File: config.mk
export PLATFORM = sky130hd
export DESIGN_NAME = inst_fetch_unit
export DESIGN_NICKNAME = d
export VERILOG_FILES = /design/src/rtl/fetch_pkg.sv /design/src/rtl/fetch_queue.sv /design/src/rtl/inst_fetch_unit.sv
export SDC_FILE = /design/constraint.sdc
export NUM_CORES = 1
export LEC_CHECK = 0
export CAP_MARGIN = 20
export CORE_MARGIN = 2
export CORE_UTILIZATION = 48
export DETAILED_ROUTE_END_ITERATION = 8
export PLACE_DENSITY = 0.79
export REMOVE_ABC_BUFFERS = 1
export SLEW_MARGIN = 5
export SYNTH_ARGS = -nofsm -noshare
export SYNTH_HDL_FRONTEND = slang
export SYNTH_SLANG_ARGS = --single-unit
File: constraint.sdc
create_clock -name clk -period 9.77 [get_ports clk]
set_input_delay 1.954 -clock clk [delete_from_list [all_inputs] [get_ports clk]]
set_output_delay 1.954 -clock clk [all_outputs]
set_load 0.03 [all_outputs]
File: src/rtl/fetch_pkg.sv
// Shared types and constants for the instruction-fetch slice.
package fetch_pkg;

    localparam int unsigned ADDR_W_DEF = 16;
    localparam int unsigned DATA_W_DEF = 16;

    localparam logic [DATA_W_DEF-1:0] HALT_INST = 16'hFFFF;

    typedef enum logic [1:0] {
        StIdle,
        StRun,
        StDrain
    } fetch_state_e;

endpackage

File: src/rtl/fetch_queue.sv
// Prefetch FIFO holding {instruction, pc} pairs; head is presented combinationally.
module fetch_queue
    import fetch_pkg::*;
#(
    parameter int unsigned DEPTH  = 2,
    parameter int unsigned DATA_W = DATA_W_DEF,
    parameter int unsigned ADDR_W = ADDR_W_DEF,
    localparam int unsigned PTR_W = $clog2(DEPTH),
    localparam int unsigned CNT_W = PTR_W + 1
) (
    input  logic              clk,
    input  logic              rst,
    input  logic              i_push,
    input  logic [DATA_W-1:0] i_push_data,
    input  logic [ADDR_W-1:0] i_push_pc,
    input  logic              i_pop,
    input  logic              i_flush,
    output logic [CNT_W-1:0]  o_count,
    output logic              o_valid,
    output logic [DATA_W-1:0] o_head_data,
    output logic [ADDR_W-1:0] o_head_pc
);

    logic [DATA_W-1:0] r_data [DEPTH];
    logic [ADDR_W-1:0] r_pc   [DEPTH];
    logic [PTR_W-1:0]  r_rd_ptr;
    logic [PTR_W-1:0]  r_wr_ptr;
    logic [CNT_W-1:0]  r_count;
    logic              w_pop;
    logic              w_push;

    assign w_pop  = i_pop & (r_count != '0);
    // A pop in the same cycle frees the slot, so push into a full queue is legal then.
    assign w_push = i_push & ((r_count != CNT_W'(DEPTH)) | w_pop);

    always_ff @(posedge clk) begin
        if (rst || i_flush) begin
            r_rd_ptr <= '0;
            r_wr_ptr <= '0;
            r_count  <= '0;
        end else begin
            if (w_push) r_wr_ptr <= r_wr_ptr + 1'b1;
            if (w_pop)  r_rd_ptr <= r_rd_ptr + 1'b1;
            r_count <= r_count + CNT_W'(w_push) - CNT_W'(w_pop);
        end
    end

    always_ff @(posedge clk) begin
        if (w_push) begin
            r_data[r_wr_ptr] <= i_push_data;
            r_pc[r_wr_ptr]   <= i_push_pc;
        end
    end

    assign o_count     = r_count;
    assign o_valid     = (r_count != '0);
    assign o_head_data = o_valid ? r_data[r_rd_ptr] : '0;
    assign o_head_pc   = o_valid ? r_pc[r_rd_ptr] : '0;

    assert property (@(posedge clk) disable iff (rst) !(i_push && !w_push));

endmodule

File: src/rtl/inst_fetch_unit.sv
// Instruction-fetch front end: RAM address issue, latency pipe, prefetch queue, jump redirect.
// Optional FETCH_HALT_EN: stop issuing after HALT_INST is fetched until jump or rst.
module inst_fetch_unit
    import fetch_pkg::*;
#(
    parameter int unsigned ADDR_W  = ADDR_W_DEF,
    parameter int unsigned DATA_W  = DATA_W_DEF,
    parameter int unsigned MEM_LAT = 2,
    parameter int unsigned QDEPTH  = 2
) (
    input  logic              clk,
    input  logic              rst,
    input  logic              i_en,
    input  logic              i_jump,
    input  logic [ADDR_W-1:0] i_jump_addr,
    output logic [ADDR_W-1:0] o_mem_addr,
    output logic              o_mem_rd,
    input  logic [DATA_W-1:0] i_mem_q,
    output logic [DATA_W-1:0] o_inst,
    output logic [ADDR_W-1:0] o_inst_pc,
    output logic              o_inst_valid,
    input  logic              i_inst_ready,
    output logic [ADDR_W-1:0] o_fetch_pc,
    output logic              o_busy
);

    localparam int unsigned CNT_W = $clog2(QDEPTH) + 1;
    localparam int unsigned OCC_W = CNT_W + 2;

    fetch_state_e      r_state;
    fetch_state_e      w_state_next;
    logic [ADDR_W-1:0] r_fetch_pc;
    logic              r_epoch;
    logic [MEM_LAT-1:0] r_pipe_vld;
    logic [MEM_LAT-1:0] r_pipe_ep;
    logic [ADDR_W-1:0] r_pipe_pc [MEM_LAT];

    logic [CNT_W-1:0]  w_q_count;
    logic [OCC_W-1:0]  w_inflight;
    logic [OCC_W-1:0]  w_occupancy;
    logic              w_pop;
    logic              w_push;
    logic              w_issue;
    logic              w_halted;
    logic              w_halt_push;

    always_comb begin
        w_inflight = '0;
        for (int i = 0; i < MEM_LAT; i++) begin
            w_inflight = w_inflight + OCC_W'(r_pipe_vld[i]);
        end
    end

    assign w_pop       = o_inst_valid & i_inst_ready;
    // Words from before the last redirect carry a stale epoch and are dropped; jump also flushes.
    assign w_push      = r_pipe_vld[MEM_LAT-1] & (r_pipe_ep[MEM_LAT-1] == r_epoch) & ~i_jump;
    assign w_occupancy = OCC_W'(w_q_count) + w_inflight - OCC_W'(w_pop);
    assign w_issue     = (r_state == StRun) & i_en & ~i_jump & ~w_halted & ~w_halt_push
                       & (w_occupancy < OCC_W'(QDEPTH));

`ifdef FETCH_HALT_EN
    logic r_halted;

    assign w_halt_push = w_push & (i_mem_q == DATA_W'(HALT_INST));
    assign w_halted    = r_halted;

    always_ff @(posedge clk) begin
        if (rst || i_jump) r_halted <= 1'b0;
        else if (w_halt_push) r_halted <= 1'b1;
    end
`else
    assign w_halt_push = 1'b0;
    assign w_halted    = 1'b0;
`endif

    always_ff @(posedge clk) begin
        if (rst) begin
            r_fetch_pc <= '0;
            r_epoch    <= 1'b0;
        end else begin
            if (i_jump) r_fetch_pc <= i_jump_addr;
            else if (w_issue) r_fetch_pc <= r_fetch_pc + 1'b1;
            r_epoch <= r_epoch ^ (i_jump | w_halt_push);
        end
    end

    always_ff @(posedge clk) begin
        if (rst) begin
            r_pipe_vld <= '0;
            r_pipe_ep  <= '0;
            for (int i = 0; i < MEM_LAT; i++) r_pipe_pc[i] <= '0;
        end else begin
            r_pipe_vld[0] <= w_issue;
            r_pipe_ep[0]  <= r_epoch;
            r_pipe_pc[0]  <= r_fetch_pc;
            for (int i = 1; i < MEM_LAT; i++) begin
                r_pipe_vld[i] <= r_pipe_vld[i-1];
                r_pipe_ep[i]  <= r_pipe_ep[i-1];
                r_pipe_pc[i]  <= r_pipe_pc[i-1];
            end
        end
    end

    always_ff @(posedge clk) begin
        if (rst) r_state <= StIdle;
        else     r_state <= w_state_next;
    end

    always_comb begin
        w_state_next = r_state;
        case (r_state)
            StIdle:  if (i_en) w_state_next = StRun;
            StRun:   if (!i_en) w_state_next = (w_inflight != '0) ? StDrain : StIdle;
            StDrain: begin
                if (i_en) w_state_next = StRun;
                else if (w_inflight == '0) w_state_next = StIdle;
            end
            default: w_state_next = StIdle;
        endcase
    end

    always_comb begin
        o_mem_rd   = w_issue;
        o_mem_addr = r_fetch_pc;
        o_fetch_pc = r_fetch_pc;
        o_busy     = (w_inflight != '0) | (w_q_count != '0);
    end

    fetch_queue #(
        .DEPTH  (QDEPTH),
        .DATA_W (DATA_W),
        .ADDR_W (ADDR_W)
    ) u_queue (
        .clk         (clk),
        .rst         (rst),
        .i_push      (w_push),
        .i_push_data (i_mem_q),
        .i_push_pc   (r_pipe_pc[MEM_LAT-1]),
        .i_pop       (w_pop),
        .i_flush     (i_jump),
        .o_count     (w_q_count),
        .o_valid     (o_inst_valid),
        .o_head_data (o_inst),
        .o_head_pc   (o_inst_pc)
    );

endmodule
==> results.md <==
* Run status: completed
* Min-Delay Startpoint: r_pipe_pc[0][28]$_SDFF_PP0_
* Core box area at 9864 µm²
* Mapped Avg Cell Area at 12.44 µm²
* GPL Wtd Cong at 0.7825
* Total routed wirelength at 9199 µm
* R2r endpoint: o_fetch_pc[7]$_SDFFE_PP0P_
* R2R depth at 10
* Detailed Route Iter0 Violations at 149
* Placed instance area at 5933 µm²
* Cells after DPL at 596
* Cts hold-fix bufs at 0
* Ys flop type: edfxtp_1
* Final Power at 1.273 mW
* # setup viols final at 0
* Min Hold Slack at 0.4239 ns
* Worst-path cell chain: clkdlybuf4s50_1 -> and2_1 -> ha_1 -> nor2b_1 -> fa_1 -> nand4bb_4 -> a211o_1 -> nor2_1 -> clkdlybuf4s50_1
* CP Data Required Time at 7.82 ns
* Layout fillers at 753
* Mapped Cells at 396
* Post-CTS setup buffers at 0
* Critical path peak fanout at 16
* First-pass GRT wire length at 15300 µm
* Worst path slowest cell: clkdlybuf4s50_1
* Syn-to-layout area delta at 32.89%
* H-tree depth at 4
* Final Max Slew Viols at 0
* Worst slack, placed at 2.797 ns
* Unrepaired setup endpoints after global routing: false
* Vias per inst at 5.115
* Leak at 2.242 nW
* Max_slew headroom at 31.72%
* DIE WIDTH at 105.3 µm
* Grt ovf at 0
* YS warnings at 0
* Clock-pin slew on the worst setup and hold paths at 0.06 ns
* Remaining DRCs at 0
* Setup crit end: o_mem_rd
* Skew final at 0.009969 ns
* Post-synth ARST share at 0%
* Layout net count at 527
* Per-cell routed wire length at 14.65 µm
* Most frequent cell after synthesis: edfxtp_1
* Dominant cell type by area after synthesis: edfxtp_1
* Hold Vio Cnt, Final at 0
* Final instance area at 6546 µm²
* Root buf cell: clkbuf_8
* Post-cts sizing count at 0
* # clock sinks at 124
* Post-route setup TNS at 0 ns
* Tightest Pin Transition at 1.024 ns
* Largest net degree at the start of global routing at 61
* Setup crit start: i_inst_ready
* EDFF count, synth at 64
* Startpoint Class: input pin
* Most Frequent Cell on Critical Path: clkdlybuf4s50_1
* Crit share post-route at 70.92%
* Worst vdd ir at 0.1179 mV
* Synth Register Bits at 124
* Core Util, Final at 66.36%
* Synth Cell Area at 4926 µm²
* TritonCTS Buffers at 17
* CTS tree: built
* Io pins at 104
* ANT nets after route at 0
* Die area at 11090 µm²
* Vias in the first global route at 3184
* Critical Path End Type: output port
* Share of cells above drive strength 1 at 8.485%
* IO buf count at 103
* DRT Pass-1 Iters at 4
* Seq/Total Area, Yosys at 63.40%
* Ant. Diodes at 0
* Unique masters post-synth at 43
* PwrDens at 194.5 nW/µm²
* Synth top area share at 39.01%
* Kind of critical path: input pin to output port
* Setup WS post-layout at 2.841 ns
* GRT Total Usage at 17.65%
* Crit path largest cell delay at 0.69 ns
* RR Startpoint: u_queue.o_count[1]$_SDFF_PP0_
* Max-cap viol count at 0
* Sequential Area at 3124 µm²
* Flop2flop setup slack at 6.52 ns
* Detailed placement HPWL at 5818 µm
* Initial Util at 49.94%
* Area of the multi-input gates at 1553 µm²
* Crit path DAT at 4.97 ns
* Minimum clock period at 6.929 ns
* Non-filler cells, final at 628
* Number of cell rows at 36
* F_max at 0.1443 GHz
* Ranking of synthesized cells by area: edfxtp_1 39%, dfxtp_1 24%, mux2i_1 6.5%, nor2b_1 4.4%, nor2_1 4.0%
* Routed via count at 3212
* Top cells by count, synth: 64 x edfxtp_1, 60 x dfxtp_1, 52 x nor2_1, 35 x nor2b_1, 32 x mux2i_1
* Die Ht at 105.3 µm
* Longest Clk Path Bufs at 2
* Hold Path Class: flip-flop to flip-flop
* Initial antenna violation count at 0
* Clock latency at the later pin of the worst-skew pair at 0.50 ns
layer usage:
metal / vias to the layer above / GRT usage (%) / routed length (µm)
met2: 113 / 27.65 / 4294
met5: - / 0 / 0
met1: 1510 / 23.07 / 4259
met3: 9 / 5.380 / 531
li1: 1580 / - / -
met4: 0 / 6.667 / 115
flip-flops by register name (all words and copies together) (netlist names), named ones only:
register and count:
r_pipe_pc 32, u_queue.r_data 32, u_queue.r_pc 32, o_fetch_pc 16, r_pipe_ep 2, r_pipe_vld 2, r_state 2, u_queue.o_count 2
r_epoch 1, u_queue.r_rd_ptr 1, u_queue.r_wr_ptr 1
placed cells by master, fill, tap and decap left out, types with 3 or more instances in the layout:
cell,Yosys,routed
a311oi_1,12,12
nand3_1,5,5
mux2i_1,32,32
nand4_1,6,6
xnor2_1,7,7
dfxtp_1,60,59
nand2_1,3,3
clkinv_2,0,4
clkdlybuf4s50_1,0,102
ha_1,7,7
nor3_1,7,7
nor2b_1,35,34
inv_1,15,15
o31ai_1,6,6
a211oi_1,4,4
and4_1,3,3
or4_1,6,6
edfxtp_1,64,64
clkbuf_16,0,19
o21ai_0,3,3
or3_1,4,4
nor2_1,52,51
worst max-delay path: cells and delay by family:
family	cells	cell delay, ns
buf+inv	2	1.10
fa+ha+maj	2	0.74
simple gates	4	0.73
compound gates	1	0.43
where the power goes:
part,leakage (nW),internal [mW],switching [mW]
Combinational,0.848,0.0390,0.0413
Sequential,1.09,0.558,0.0120
Clock,0.304,0.414,0.209
Total,2.24,1.01,0.262
worst min-delay path by stage:
stage	end	cells after the start
after CTS	u_queue.r_pc[1][12]$_DFFE_PP_	0
after floorplan	u_queue.r_pc[0][0]$_DFFE_PP_	0
after detailed placement	u_queue.r_pc[0][4]$_DFFE_PP_	0
final	u_queue.r_pc[1][12]$_DFFE_PP_	0
after global placement	u_queue.r_pc[0][7]$_DFFE_PP_	0
after global routing	u_queue.r_pc[0][4]$_DFFE_PP_	0
cell type report:
cell class,instances,share of cell area (%)
Tap cell,133,2.542
Clock buffer,23,7.798
Multi-Input combinational cell,220,23.72
Inverter,15,0.8601
Clock inverter,9,1.567
Timing Repair Buffer,104,15.79
Sequential cell,124,47.73
logic make-up after synthesis:
| kind of cell | count (synthesis) | synth area share (%) |
|---|---|---|
| compound gates | 37 | 6.223 |
| xor+xnor | 9 | 1.600 |
| fa+ha+maj | 8 | 2.184 |
| buf+inv | 52 | 5.308 |
| flops | 124 | 63.40 |
| mux | 32 | 6.502 |
| simple gates | 134 | 14.78 |
Power figures use the tool's default switching activity.
